## src/rtl/prog_loader.sv

```systemverilog
// Framed program loader: start byte, length, payload into a 256x8 program memory, then checksum.
// The CPU is released only after the payload checksum matches.
module prog_loader #(
  parameter logic [7:0] LOAD_BASE  = 8'h00,
  parameter logic [7:0] START_BYTE = 8'hA5
) (
  input  logic       clk,
  input  logic       rst_n,
  input  logic [7:0] in_data,
  input  logic       in_valid,
  output logic       in_ready,
  input  logic [7:0] rd_addr,
  output logic [7:0] rd_data,
  output logic       cpu_run,
  output logic       load_err,
  output logic [8:0] loaded_len
);

  typedef enum logic [2:0] {
    StIdle,
    StLen,
    StData,
    StCsum,
    StDone,
    StError
  } state_e;

  state_e      state_q, state_d;
  logic [8:0]  len_q, len_d;
  logic [8:0]  idx_q, idx_d;
  logic [7:0]  sum_q, sum_d;
  logic        load_err_q, load_err_d;
  logic [8:0]  loaded_len_q, loaded_len_d;

  logic [7:0]  mem_q [256];
  logic        mem_we;
  logic [7:0]  mem_waddr;
  logic        xfer;

  assign in_ready  = (state_q != StDone);
  assign xfer      = in_valid && in_ready;
  assign mem_waddr = LOAD_BASE + idx_q[7:0];

  always_comb begin
    state_d      = state_q;
    len_d        = len_q;
    idx_d        = idx_q;
    sum_d        = sum_q;
    load_err_d   = load_err_q;
    loaded_len_d = loaded_len_q;
    mem_we       = 1'b0;
    case (state_q)
      StIdle: begin
        if (xfer && in_data == START_BYTE) state_d = StLen;
      end
      StLen: begin
        if (xfer) begin
          // A length byte of zero encodes a full 256-byte frame.
          len_d   = (in_data == 8'h00) ? 9'd256 : {1'b0, in_data};
          idx_d   = 9'd0;
          sum_d   = 8'd0;
          state_d = StData;
        end
      end
      StData: begin
        if (xfer) begin
          mem_we = 1'b1;
          sum_d  = sum_q + in_data;
          idx_d  = idx_q + 9'd1;
          if (idx_q + 9'd1 == len_q) state_d = StCsum;
        end
      end
      StCsum: begin
        if (xfer) begin
          if (in_data == sum_q) begin
            state_d      = StDone;
            loaded_len_d = len_q;
          end else begin
            state_d    = StError;
            load_err_d = 1'b1;
          end
        end
      end
      StDone: begin
      end
      StError: begin
        if (xfer && in_data == START_BYTE) begin
          load_err_d = 1'b0;
          state_d    = StLen;
        end
      end
      default: state_d = StIdle;
    endcase
  end

  always_ff @(posedge clk) begin
    if (!rst_n) begin
      state_q      <= StIdle;
      len_q        <= 9'd0;
      idx_q        <= 9'd0;
      sum_q        <= 8'd0;
      load_err_q   <= 1'b0;
      loaded_len_q <= 9'd0;
    end else begin
      state_q      <= state_d;
      len_q        <= len_d;
      idx_q        <= idx_d;
      sum_q        <= sum_d;
      load_err_q   <= load_err_d;
      loaded_len_q <= loaded_len_d;
    end
  end

  // Program memory survives reset so a partially loaded image is kept.
  always_ff @(posedge clk) begin
    if (rst_n && mem_we) mem_q[mem_waddr] <= in_data;
  end

  assign rd_data    = mem_q[rd_addr];
  assign cpu_run    = (state_q == StDone);
  assign load_err   = load_err_q;
  assign loaded_len = loaded_len_q;

endmodule

```

## config.mk

```make
export PLATFORM = sky130hd
export DESIGN_NAME = prog_loader
export DESIGN_NICKNAME = d
export VERILOG_FILES = /design/src/rtl/prog_loader.sv
export SDC_FILE = /design/constraint.sdc
export NUM_CORES = 2
export LEC_CHECK = 0
export ABC_CLOCK_PERIOD_IN_PS = 4200
export BUFFER_PORTS_ARGS = -buffer_cell sky130_fd_sc_hd__buf_2
export CAP_MARGIN = 20
export CELL_PAD_IN_SITES_DETAIL_PLACEMENT = 0
export CELL_PAD_IN_SITES_GLOBAL_PLACEMENT = 1
export CORE_UTILIZATION = 55
export CTS_CLUSTER_DIAMETER = 200
export DETAILED_ROUTE_END_ITERATION = 12
export PLACE_DENSITY = 0.83
export SYNTH_ARGS = -nofsm -noshare
export SYNTH_HDL_FRONTEND = slang
export SYNTH_SLANG_ARGS = --single-unit
export TNS_END_PERCENT = 20
```

## constraint.sdc

```tcl
create_clock -name clk -period 4.2 [get_ports clk]
set_input_delay 1.05 -clock clk [delete_from_list [all_inputs] [get_ports clk]]
set_output_delay 1.05 -clock clk [all_outputs]
set_load 0.01 [all_outputs]
```

After elaboration in Yosys (flattened, before gate mapping)
Memories as Yosys holds them, arrays and structs flattened.
Cells that the tools add are included.
{"block": "op_classes", "n_eq_ne": 16, "add_sub_neg": 2, "bitwise": 1, "n_mux": 22, "n_reduce_logical": 13}
{"operator": "$mux W9", "count": 3}
{"operator": "$pmux W9 S2", "count": 1}
{"operator": "$mux W8", "count": 2}
{"operator": "$pmux W8 S2", "count": 1}
{"operator": "$mux W3", "count": 5}
{"operator": "$pmux W3 S5", "count": 1}
{"operator": "$ne A2 B2 Y1 const B", "count": 6}
{"operator": "$add A9 B1 Y9 const B", "count": 1}
{"operator": "$eq A9 B9 Y1", "count": 1}
{"operator": "$add A8 B8 Y8", "count": 1}
{"operator": "$eq A8 B8 Y1", "count": 1}
{"operator": "$eq A8 B8 Y1 const B", "count": 1}
{"operator": "$logic_not A8 Y1", "count": 1}
{"operator": "$mux W1", "count": 8}
{"operator": "$eq A3 B2 Y1 const B", "count": 2}
{"operator": "$eq A3 B3 Y1 const B", "count": 2}
{"operator": "$reduce_and A3 Y1", "count": 2}
{"operator": "$reduce_and A6 Y1", "count": 1}
{"operator": "$reduce_and A4 Y1", "count": 1}
{"operator": "$reduce_bool A2 Y1", "count": 2}
{"operator": "$eq A3 B1 Y1 const B", "count": 1}
{"operator": "$logic_and A1 B1 Y1", "count": 3}
{"operator": "$logic_not A3 Y1", "count": 1}
{"operator": "$ne A3 B3 Y1 const B", "count": 1}
{"operator": "5 further kinds", "count": 5}
{"block": "totals", "regBits": 39, "mem_count": 1, "ram_bits": 2048, "out_inout_bits": 20}
{"memory": "mem_q", "words": 256, "width": 8, "rd": 1, "rd_clocked_by_memory_dff": 0, "wr": 1, "line": "35", "source": "logic [7:0] mem_q [256];"}

Depth between registers and ports, before layout
{"block": "depth", "ltp_word": 7, "depth_mapped": 11}

Worst setup path after synthesis
OpenSTA, ideal clock, no wires.
{"block": "synth_timing", "path_type": "in2out", "startpoint": "input rd_addr[0]", "endpoint": "output rd_data[0]", "cell_stages": 11, "setup_slack_ns": 0.345, "arrival_ns": 2.805, "required_time_ns": 3.150, "n_path_buf": 5, "cell_sequence": "buf_6 -> buf_12 -> buf_12 -> buf_6 -> buf_2 -> nor2b_1 -> a211oi_1 -> a32oi_1 -> o2111ai_1 -> o2111ai_1 -> nor3_1"}
{"block": "synth_between", "elab_chain_cells": 1}
{"item": "start: declaration", "line": "12", "source": "input logic [7:0] rd_addr,"}
{"item": "$mem_v2 Z256 W8"}
{"item": "end: declaration", "line": "13", "source": "output logic [7:0] rd_data,"}
Every way passes these cells.

Worst setup path after layout
{"block": "layout_timing", "startpoint": "input rd_addr[0]", "endpoint": "output rd_data[4]"}
Same word-level chain as after synthesis.

==> metrics.csv <==
stage;metric;value;unit
setup_path;Worst Path Max Fanout;8;
timing;Fin Hold WS;485;ps
global_route;initial antenna violation count;6;
clock_tree;clock buffer depth;3;
die;row cnt;140;
synth;Synth warnings;0;
setup_path;WP data required;3150;ps
synth;Post-synth top flop;edfxtp_1;
final_layout;FF/Latch Area;0.0623;sq mm
clock_tree;Post-CTS Hold Buffers;0;
die;core area;0.146;sq mm
synth;Post-Syn Nets;3919;
clock_tree;# clock sinks;2087;
status;failing checks;setup timing;
detailed_routing;WL/cell;30.4;um
hold_path;hold endpoint;len_q[8];
synth;Synth Area in Compound Gates;0.0317;
timing;RSZ-0062 raised after global routing;yes;
hold_path;hold depth;2;
pwr;cell leakage power;31.3;nW
synth;Post-Synth Adder-Cell Area;0.00195;
synth;Synth Instances;3888;
setup_path;reg-to-reg slack, setup;1210;ps
global_route;GRT Residual Overflow;0;
synth;top-area cell type share of the netlist area;0.759;
timing;Final min period;4670;ps
synth;Unique masters post-synth;65;
timing;fmax;214;MHz
die;# IOs;39;
setup_path;Worst R2R Path Depth;7;
synth;Seq cells post-synth;2087;
pwr;peak supply drop;0.442;mV
pwr;Pwr Total;42.5;mW
synth;mux cell area share after synthesis;0.149;
placed_design;Placer Congestion;0.862;
placed_design;Cell Area, Placed;0.0879;sq mm
final_layout;final-stage net count;4633;
global_route;total track usage;0.278;
timing;endpoints failing hold;0;
synth;top post-synthesis cells by count;edfxtp_1 (2048), mux4_2 (478), nor2_1 (334), mux2i_1 (132), nand2_1 (98);
detailed_routing;residual DRC count;0;
synth;largest family of logic cells by synthesized area;multiplexers;
clock_tree;Clk Latency, worst-skew pair;850;ps
detailed_routing;DRT Pass-1 Iters;5;
timing;fin crit share;1.11;
die;Starting Density;0.555;
synth;Synth Area in Simple Gates;0.0291;
status;status;complete, but fails checks;
setup_path;Startpoint Class;primary input;
setup_path;CP Class;primary input to output pin;
final_layout;design area;0.0957;sq mm
die;die width;386;um
hold_path;HP Class;register to register;
synth;count leader, synth;edfxtp_1;
timing;setup slack after layout;-466;ps
setup_path;R2R Path End;state_q[1];
detailed_routing;Vias/cell;6.41;
placed_design;DP Wirelength;122;mm
placed_design;Port Buffers;38;
synth;ys async rst share;0;
final_layout;Fillers;9005;
synth;leading area contributor after synthesis;edfxtp_1;
final_layout;post-layout util;0.656;
synth;largest cells by area after synthesis;edfxtp_1 (76%), mux4_2 (13%), mux2i_1 (1.6%);
setup_path;Arr. time, crit path;3620;ps
hold_path;hold wc startpoint;len_q[8];
detailed_routing;final WL;204;mm
setup_path;CP endpoint kind;output pin;
global_route;first-pass GRT wire length;295;mm
setup_path;worst r2r src;idx_q[0];
final_layout;Area Overhead vs Synth;18.2;%
clock_tree;H-tree Lvls;4;
synth;register area share after synthesis;0.769;
timing;final count of pins violating max slew;0;
final_layout;layout cell share with drive strength beyond 1;0.334;
synth;Post-Syn Area per Cell;20.8;sq um
timing;# setup viols final;8;
timing;Slew @ Worst Pin;1160;ps
timing;Slew headroom;0.225;
detailed_routing;Final ANT Viol Nets;0;
clock_tree;CTS root buf;clkbuf_16;
timing;skew final;42.3;ps
clock_tree;clk slew on worst S/H paths;60;ps
detailed_routing;initial drt markers;4992;
detailed_routing;Vias;42903;
pwr;ratio of total power to cell area;444;mW/mm^2
die;DIE AREA;0.149;sq mm
clock_tree;clock buffer count from CTS;198;
synth;Mapped Area;0.0810;sq mm
final_layout;Multi-input gate area;0.0179;sq mm
global_route;via count of the first global-routing pass;43284;
placed_design;pre-CTS setup slack;-1170;ps
clock_tree;TritonCTS clock tree;done;
synth;Post-synth EDFFs;2048;
die;die height;386;um
run;max-cap violations;0;
global_route;largest net degree at the start of global routing;209;
synth;post-synthesis xor/xnor area fraction;0.00213;
sequential cells by signal (all words and copies together), names as in the netlist:
register    count
idx_q           9
load_err        1
loaded_len      9
len_q           9
state_q         3
mem_q        2048
sum_q           8
final cells by class:
class	count	area share
Multi-Input combinational cell	1565	0.187
Clock inverter	126	0.0117
Timing Repair Buffer	739	0.0707
Clock buffer	244	0.0541
Tap cell	1917	0.0251
Inverter	11	0.000431
Sequential cell	2087	0.651
Antenna cell	3	0.0000784
metrics by stage:
stage / setup TNS [ps] / cells
5_1_grt: -3700 / 6689
4_1_cts: -3190 / 6679
3_5_place_dp: -7280 / 6272
2_1_floorplan: 0 / 3888
3_3_place_gp: -7600 / 6270
6_report: -3430 / 6692
kinds of logic after synthesis:
group / after synthesis
flip-flops: 2087
multiplexers: 610
AND/OR/NAND/NOR: 547
AO/OA/AOI/OAI: 378
buffers and inverters: 236
XOR/XNOR: 18
adder cells (fa/ha/maj): 12
layer usage:
metal,track usage,vias to the layer above,wire length (um)
met5,0,-,46
met4,0.113,3,8680
met3,0.0547,452,19800
met2,0.446,2520,99900
met1,0.378,22311,75300
li1,-,17617,-
cell usage in the layout, fill, tap and decap left out, drive strengths merged, types with 16 or more instances in the layout:
cell type / count
a31oi: 16
clkinv: 98
nand2: 98
a22o: 19
nor4: 18
dfxtp: 39
o22ai: 81
nand3: 19
inv: 20
a211oi: 36
edfxtp: 2048
mux4: 478
mux2i: 132
a21oi: 75
a22oi: 90
clkbuf: 251
o221ai: 16
buf: 727
nor2: 334
how the worst max path moves through the flow:
stage	cells after the start	startpoint	to	slack (ps)
2_1_floorplan	11	rd_addr[0]	rd_data[0]	340
3_3_place_gp	10	rd_addr[0]	rd_data[7]	-1320
3_5_place_dp	11	rd_addr[0]	rd_data[7]	-1170
4_1_cts	12	rd_addr[0]	rd_data[3]	-430
5_1_grt	13	rd_addr[0]	rd_data[4]	-510
6_report	13	rd_addr[0]	rd_data[4]	-470
where the power goes:
| part | internal [mW] | switching [mW] | total [mW] |
|---|---|---|---|
| sequential | 22.9 | 0.000000229 | 22.9 |
| combinational | 0.954 | 1.28 | 2.23 |
| clock | 9.72 | 7.69 | 17.4 |
critical path, stage by stage:
cell and delay [ps]:
buf_16 150, buf_16 180, buf_16 180, buf_8 150
mux4_2 550, a22oi_2 240, a21oi_1 120, buf_4 170
nor4_2 260, buf_4 180, a21oi_4 50, o221a_4 140
buf_2 150
what timing repair did:
item / in CTS / in global routing
cloned: 10 / 1
setup buffers: 28 / 8
resized for setup: 149 / 13
endpoints found under the setup margin: 8 / 8
pin swaps: 32 / 10
Note: power is estimated with default switching activity, not from simulation.
